### src/rtl/dma_timing_pkg.sv
// Shared types for the DMA transfer-timing controller.
//   state_e : service sequencing states (SI idle, S0 hold request, S1-S4 transfer, CASC cascade)
//   mode_e  : channel transfer mode
//   xfer_e  : transfer direction (illegal code maps to verify)
package dma_timing_pkg;

  typedef enum logic [2:0] {SI, S0, S1, S2, S3, S4, CASC} state_e;

  typedef enum logic [1:0] {
    MODE_DEMAND  = 2'b00,
    MODE_SINGLE  = 2'b01,
    MODE_BLOCK   = 2'b10,
    MODE_CASCADE = 2'b11
  } mode_e;

  typedef enum logic [1:0] {
    XFER_VERIFY  = 2'b00,
    XFER_WRITE   = 2'b01,
    XFER_READ    = 2'b10,
    XFER_ILLEGAL = 2'b11
  } xfer_e;

endpackage

### src/rtl/dma_addr_cnt.sv
// Current address / word-count datapath for the channel in service.
//   load         : capture addr_in/cnt_in (start of service)
//   advance      : step address by +/-1 and count by -1 (exit of S4)
//   dec          : 1 = decrement address
//   reload       : select base registers for write-back (autoinit)
//   addr         : current transfer address
//   tc_flag      : count is zero, this transfer is the terminal one
//   upper_chg    : the next address differs in bits [ADDR_W-1:8]
//   wb_addr/cnt  : values to write back if service ends now
module dma_addr_cnt #(
  parameter int unsigned ADDR_W = 16,
  parameter int unsigned CNT_W  = 16
) (
  input  logic              CLK,
  input  logic              RESET,
  input  logic              load,
  input  logic              advance,
  input  logic              dec,
  input  logic              reload,
  input  logic [ADDR_W-1:0] addr_in,
  input  logic [CNT_W-1:0]  cnt_in,
  input  logic [ADDR_W-1:0] base_addr_in,
  input  logic [CNT_W-1:0]  base_cnt_in,
  output logic [ADDR_W-1:0] addr,
  output logic              tc_flag,
  output logic              upper_chg,
  output logic [ADDR_W-1:0] wb_addr,
  output logic [CNT_W-1:0]  wb_cnt
);

  logic [ADDR_W-1:0] addr_q, addr_next;
  logic [CNT_W-1:0]  cnt_q, cnt_next;

  always_ff @(posedge CLK) begin
    if (RESET) begin
      addr_q <= '0;
      cnt_q  <= '0;
    end else if (load) begin
      addr_q <= addr_in;
      cnt_q  <= cnt_in;
    end else if (advance) begin
      addr_q <= addr_next;
      cnt_q  <= cnt_next;
    end
  end

  always_comb begin
    addr_next = dec ? (addr_q - ADDR_W'(1)) : (addr_q + ADDR_W'(1));
    cnt_next  = cnt_q - CNT_W'(1);
    tc_flag   = (cnt_q == '0);
    upper_chg = (addr_next[ADDR_W-1:8] != addr_q[ADDR_W-1:8]);
    wb_addr   = reload ? base_addr_in : addr_next;
    wb_cnt    = reload ? base_cnt_in : cnt_next;
    addr      = addr_q;
  end

endmodule

### src/rtl/dma_timing_fsm.sv
// 8237A-style transfer-timing controller for one granted channel.
//   inputs : CLK, RESET, valid_dreq, chan_sel, dreq_hold, mode, xfer_type, autoinit, addr_dec,
//            cur/base address and count of chan_sel, HLDA, READY, EOP_N_in
//   outputs: hrq, validDACK, AEN, ADSTB, addr, MEMR_N/MEMW_N/IOR_N/IOW_N, EOP_N_out, tc,
//            write-back strobe wb_valid with wb_chan/wb_addr/wb_cnt
module dma_timing_fsm
  import dma_timing_pkg::*;
#(
  parameter int unsigned ADDR_W = 16,
  parameter int unsigned CNT_W  = 16
) (
  input  logic              CLK,
  input  logic              RESET,
  input  logic              valid_dreq,
  input  logic [1:0]        chan_sel,
  input  logic              dreq_hold,
  input  logic [1:0]        mode,
  input  logic [1:0]        xfer_type,
  input  logic              autoinit,
  input  logic              addr_dec,
  input  logic [ADDR_W-1:0] cur_addr_in,
  input  logic [CNT_W-1:0]  cur_cnt_in,
  input  logic [ADDR_W-1:0] base_addr_in,
  input  logic [CNT_W-1:0]  base_cnt_in,
  input  logic              HLDA,
  input  logic              READY,
  input  logic              EOP_N_in,
  output logic              hrq,
  output logic              validDACK,
  output logic              AEN,
  output logic              ADSTB,
  output logic [ADDR_W-1:0] addr,
  output logic              MEMR_N,
  output logic              MEMW_N,
  output logic              IOR_N,
  output logic              IOW_N,
  output logic              EOP_N_out,
  output logic              tc,
  output logic              wb_valid,
  output logic [1:0]        wb_chan,
  output logic [ADDR_W-1:0] wb_addr,
  output logic [CNT_W-1:0]  wb_cnt
);

  state_e     state_q, state_d;
  logic [1:0] chan_q;
  mode_e      mode_q;
  xfer_e      xfer_q;
  logic       autoinit_q, dec_q, eop_q;

  logic latch, tc_flag, upper_chg, ext_end, svc_end, reload, rd_phase, wr_phase;

  always_ff @(posedge CLK) begin
    if (RESET) begin
      state_q    <= SI;
      chan_q     <= 2'b00;
      mode_q     <= MODE_DEMAND;
      xfer_q     <= XFER_VERIFY;
      autoinit_q <= 1'b0;
      dec_q      <= 1'b0;
      eop_q      <= 1'b0;
    end else begin
      state_q <= state_d;
      if (latch) begin
        chan_q     <= chan_sel;
        mode_q     <= mode_e'(mode);
        xfer_q     <= (xfer_type == XFER_ILLEGAL) ? XFER_VERIFY : xfer_e'(xfer_type);
        autoinit_q <= autoinit;
        dec_q      <= addr_dec;
      end
      // Remember an external EOP seen early in the transfer; it ends service at S4.
      if (state_q == SI || state_q == S4) begin
        eop_q <= 1'b0;
      end else if ((state_q == S2 || state_q == S3) && !EOP_N_in) begin
        eop_q <= 1'b1;
      end
    end
  end

  dma_addr_cnt #(
    .ADDR_W(ADDR_W),
    .CNT_W (CNT_W)
  ) u_addr_cnt (
    .CLK         (CLK),
    .RESET       (RESET),
    .load        (latch),
    .advance     (state_q == S4),
    .dec         (dec_q),
    .reload      (reload),
    .addr_in     (cur_addr_in),
    .cnt_in      (cur_cnt_in),
    .base_addr_in(base_addr_in),
    .base_cnt_in (base_cnt_in),
    .addr        (addr),
    .tc_flag     (tc_flag),
    .upper_chg   (upper_chg),
    .wb_addr     (wb_addr),
    .wb_cnt      (wb_cnt)
  );

  always_comb begin
    latch   = (state_q == SI) && valid_dreq;
    ext_end = eop_q || !EOP_N_in;
    svc_end = tc_flag || ext_end || (mode_q == MODE_SINGLE) ||
              ((mode_q == MODE_DEMAND) && !dreq_hold);
    // Autoinit reloads on any end-of-process (TC or external EOP), not on a mode stop.
    reload  = autoinit_q && (tc_flag || ext_end);

    state_d = state_q;
    unique case (state_q)
      SI:      if (valid_dreq) state_d = S0;
      S0:      if (HLDA) state_d = (mode_q == MODE_CASCADE) ? CASC : S1;
      S1:      state_d = S2;
      S2:      state_d = S3;
      S3:      if (READY) state_d = S4;
      S4:      state_d = svc_end ? SI : (upper_chg ? S1 : S2);
      CASC:    if (!dreq_hold) state_d = SI;
      default: state_d = SI;
    endcase
  end

  always_comb begin
    rd_phase  = (state_q == S2) || (state_q == S3) || (state_q == S4);
    wr_phase  = (state_q == S3) || (state_q == S4);
    hrq       = (state_q != SI);
    validDACK = rd_phase || (state_q == CASC);
    AEN       = (state_q == S1) || rd_phase;
    ADSTB     = (state_q == S1);
    MEMR_N    = !(rd_phase && xfer_q == XFER_READ);
    IOR_N     = !(rd_phase && xfer_q == XFER_WRITE);
    IOW_N     = !(wr_phase && xfer_q == XFER_READ);
    MEMW_N    = !(wr_phase && xfer_q == XFER_WRITE);
    tc        = (state_q == S4) && tc_flag && !RESET;
    EOP_N_out = !tc;
    wb_valid  = (state_q == S4) && svc_end && !RESET;
    wb_chan   = chan_q;
  end

endmodule
### config.mk
export PLATFORM = sky130hd
export DESIGN_NAME = dma_timing_fsm
export DESIGN_NICKNAME = d
export VERILOG_FILES = /design/src/rtl/dma_timing_pkg.sv /design/src/rtl/dma_addr_cnt.sv /design/src/rtl/dma_timing_fsm.sv
export SDC_FILE = /design/constraint.sdc
export NUM_CORES = 1
export LEC_CHECK = 0
export BUFFER_PORTS_ARGS = -buffer_cell sky130_fd_sc_hd__buf_2
export CORE_AREA = 2 2 85 87
export CTS_BUF_LIST = sky130_fd_sc_hd__clkbuf_8
export CTS_CLUSTER_DIAMETER = 50
export CTS_CLUSTER_SIZE = 10
export DETAILED_ROUTE_END_ITERATION = 7
export DIE_AREA = 0 0 87 89
export PLACE_DENSITY = 0.84
export SKIP_CTS_REPAIR_TIMING = 1
export SLEW_MARGIN = 5
export SYNTH_ARGS = -nofsm -noshare
export SYNTH_HDL_FRONTEND = slang
export SYNTH_SLANG_ARGS = --single-unit
### constraint.sdc
create_clock -name CLK -period 6.8 [get_ports CLK]
set_input_delay 1.02 -clock CLK [delete_from_list [all_inputs] [get_ports CLK]]
set_output_delay 1.02 -clock CLK [all_outputs]
set_load 0.02 [all_outputs]
==> impl_results.rst <==
.. list-table::
   :header-rows: 1

   * - Metric
     - Value
   * - Final hold violation count
     - 0
   * - Total wirelength of the detailed-routed design
     - 10170 microns
   * - Hold Path Stages
     - 2
   * - Clk pin slew, worst setup/hold paths
     - around 0.1 ns
   * - Placed wire-length estimate
     - around 7400 microns
   * - Period Utilization, post-route
     - approximately 68%
   * - Library cell with the highest instance count after synthesis
     - nor2_1
   * - Clock Tree Root
     - clkbuf_8
   * - Number of antenna violations at the first check in global routing
     - 0
   * - CTS Sinks
     - 44
   * - Simple-gate portion of the synthesized area
     - between 20% and 30%
   * - Hold Crit Endpoint
     - wb_chan[1]
   * - Antenna-violating nets left
     - 0
   * - Number of nets in the layout
     - a little under 700
   * - Max Transition Viols Final
     - 0
   * - H-Tree Depth
     - 2
   * - Normalized max-slew margin
     - 27.15%
   * - Number of input and output port buffers inserted
     - 139
   * - 1st-iter DRT viols
     - ~210
   * - Number of cells on the worst reg-to-reg path
     - 8
   * - Count of different cell masters after synthesis
     - 56
   * - Share of layout cells above drive strength 1
     - between 20% and 30%
   * - First-pass GRT wire length
     - between 15000 and 20000 microns
   * - Final Core Density
     - between 60% and 70%
   * - Slew at the pin closest to its max-slew limit
     - 1.089 ns
   * - Commonest cells in the synthesized netlist
     - 70 x nor2_1, 57 x a21oi_1, 44 x dfxtp_1, 44 x nand2_1, 24 x clkbuf_1
   * - Top post-synthesis cells by area
     - dfxtp_1 24%, a21oi_1 7.8%, nor2_1 7.2%, xnor2_1 5.3%, ha_1 5.1%
   * - Met3 usage
     - 3.786%
   * - Met2 global-route usage
     - between 40 and 50%
   * - Share of cell area taken by muxes after synthesis
     - roughly 5.5%
   * - FF-to-FF setup slack
     - around 3.5 ns
   * - Count of antenna diodes in the layout
     - 0
   * - Largest voltage drop on the vdd net
     - 121.7 uV
   * - Share of the synthesized area in the top cell type
     - around 24%
   * - Std cell rows
     - 30
   * - Non-Filler Instances
     - 670
   * - Top_reg_cell synth
     - dfxtp_1
   * - CTS tree
     - yes
   * - Area share of fa/ha/maj cells after synthesis
     - roughly 5.7%
   * - Proportion of synthesized flip-flops having asynchronous set or reset
     - 0%
   * - Endpoint of the most critical register-to-register path
     - state_q[0]
   * - Finished Cell Area
     - ~4400 sq um
   * - Data required, critical path
     - 5.78 ns
   * - Placed inst area
     - 4290 sq um
   * - Met1 layer usage reported by global route
     - a little under a third
   * - Syn_area_per_cell
     - ~7.7 sq um
   * - Sequential cell area fraction in the yosys report
     - roughly 24%
   * - Start point of the worst hold path
     - wb_chan[1]
   * - Maximum root-to-sink buffer count
     - 2
   * - Post-synth EDFFs
     - 0
   * - Max Clk Rate
     - between 200 and 250 MHz
   * - Largest net degree at the start of global routing
     - 52
   * - Number of synthesized register bits
     - 44
   * - Die Ht
     - around 89 microns
   * - Average via count per standard cell
     - a little under 6
   * - Crit Reg-Reg Startpoint
     - dec_q
   * - Die area
     - between 7000 and 8000 sq um
   * - Xor/xnor share of the synthesized area
     - roughly a tenth
   * - Vias in the first global route
     - roughly 3.5k
   * - Tot Pwr
     - around 940 uW
   * - GRT Residual Overflow
     - 0
   * - Crit start category
     - register
   * - First-pass DRT Iterations
     - 5
   * - RSZ-0062 raised after global routing
     - no
   * - Layer with the highest usage
     - met2
   * - Main combinational cell family by area after synthesis
     - compound AO/OA/AOI/OAI gates
   * - Syn_nets
     - between 500 and 600
   * - Synth area leader
     - dfxtp_1
   * - HP Class
     - register to register
   * - Critical setup path kind
     - register to output pin
   * - Total of warnings raised by yosys
     - 0
   * - Kind of end point of the critical path
     - output pin
   * - Arr. time, crit path
     - about 3.6 ns
   * - Count of endpoints failing setup in the final report
     - 0
   * - Crit path setup slack, layout
     - 2.202 ns
   * - Post-synthesis instance area
     - approximately 3700 sq um
   * - CTS buffer count
     - 5
   * - Sum Neg Setup Slack
     - 0 ns
   * - Worst slack after detailed placement
     - about 2.5 ns
   * - Initial core utilization
     - 54.38%
   * - WHS
     - 0.4577 ns
   * - Overall track demand over capacity in global routing
     - roughly 25%
   * - Placeable core area
     - approximately 6700 sq um
   * - Count of mapped cells out of synthesis
     - roughly 480
   * - Routed vias
     - 3925
   * - Area growth from synthesis to layout
     - 20.48%
   * - Clock latency reported for the late side of the worst-skew pair
     - 0.30 ns
   * - Power density of the placed cells
     - around 210 nW/um^2
   * - Leak
     - ~2.1 nW
   * - Total placed cells including tap cells
     - roughly 660
   * - Synthesized-area fraction occupied by ao, oa, aoi and oai cells
     - around a quarter
   * - Number of maximum-capacitance constraint violations
     - 0
   * - Final GP Congestion
     - ~0.96
   * - Result of the run
     - completed
   * - Crit-path max FO
     - 20
   * - Top-Level Pins
     - 140
   * - WL/cell
     - about 15 microns
   * - Post-route DRC
     - 0
   * - Die width
     - between 80 and 90 microns
   * - Clock period minus worst slack
     - around 4.6 ns
   * - Final worst clock skew
     - a little under 0.009 ns
-- worst max-delay path, stage by stage (launching register included) --
cell and delay, ns:
dfxtp_1 0.81, ha_1 0.42, a21oi_1 0.19, o221ai_1 0.21, a2111oi_2 0.57, nor3_1 0.16
nor3_1 0.43, xor2_1 0.18, a21oi_1 0.07, buf_2 0.21
-- metal layers --
| layer | up-vias | share of wire, % | wire length, microns |
|---|---|---|---|
| li1 | 1943 | - | - |
| met1 | 1826 | 44 | 4423 |
| met2 | 142 | 49 | 4992 |
| met3 | 14 | 6.2 | 635 |
| met4 | 0 | 1.1 | 116 |
| met5 | - | 0 | 0 |
-- sequential cells by signal (all words and copies together) (netlist names) --
| name | count |
|---|---|
| u_addr_cnt.addr | 16 |
| u_addr_cnt.cnt_q | 16 |
| state_q | 3 |
| mode_q | 2 |
| wb_chan | 2 |
| xfer_q | 2 |
| autoinit_q | 1 |
| dec_q | 1 |
| eop_q | 1 |
-- layout by cell type, fill, tap and decap left out, types with 4 or more instances in the layout --
cell type	n
nor2b_1	11
nand3_1	5
nor2_1	70
xnor2_1	22
nor3_1	14
mux2_4	10
nor3b_1	4
ha_1	15
a221oi_1	8
a222oi_1	8
o21ai_0	21
buf_2	139
a22oi_1	16
dfxtp_1	44
or3_1	6
inv_1	12
nand2_1	44
clkbuf_8	5
xor2_1	8
a21o_1	6
a21oi_1	57
nor4_1	4
-- cell families after synthesis --
logic type / count (synthesis)
buffers and inverters: 47
and+or+nand+nor: 182
adders and majority gates: 16
AOI/OAI and AO/OA: 137
DFF: 44
muxes: 15
xor gates and xnor gates: 35
-- cell type report --
class                           instances  area, sq um
Multi-Input combinational cell        385         2554
Fill cell                             592         2317
Sequential cell                        44        880.8
Timing Repair Buffer                  141        710.7
Tap cell                               80        100.1
Clock buffer                            5        68.82
Inverter                               12        45.04
Clock inverter                          3        42.54
-- how the worst max path moves through the flow --
stage,slack (ns),endpoint,start
3_5_place_dp,2.55,wb_addr[15],dec_q
2_1_floorplan,3.04,wb_addr[15],dec_q
4_1_cts,2.21,wb_addr[15],dec_q
5_1_grt,1.97,wb_addr[8],u_addr_cnt.cnt_q[0]
6_report,2.20,wb_addr[15],dec_q
3_3_place_gp,2.65,wb_addr[3],u_addr_cnt.cnt_q[0]
-- power by group --
part / switching, mW / internal [mW] / total (mW)
registers: 0.0273 / 0.277 / 0.304
logic: 0.242 / 0.181 / 0.423
clock network: 0.0992 / 0.109 / 0.208
Power figures use the tool's default switching activity.
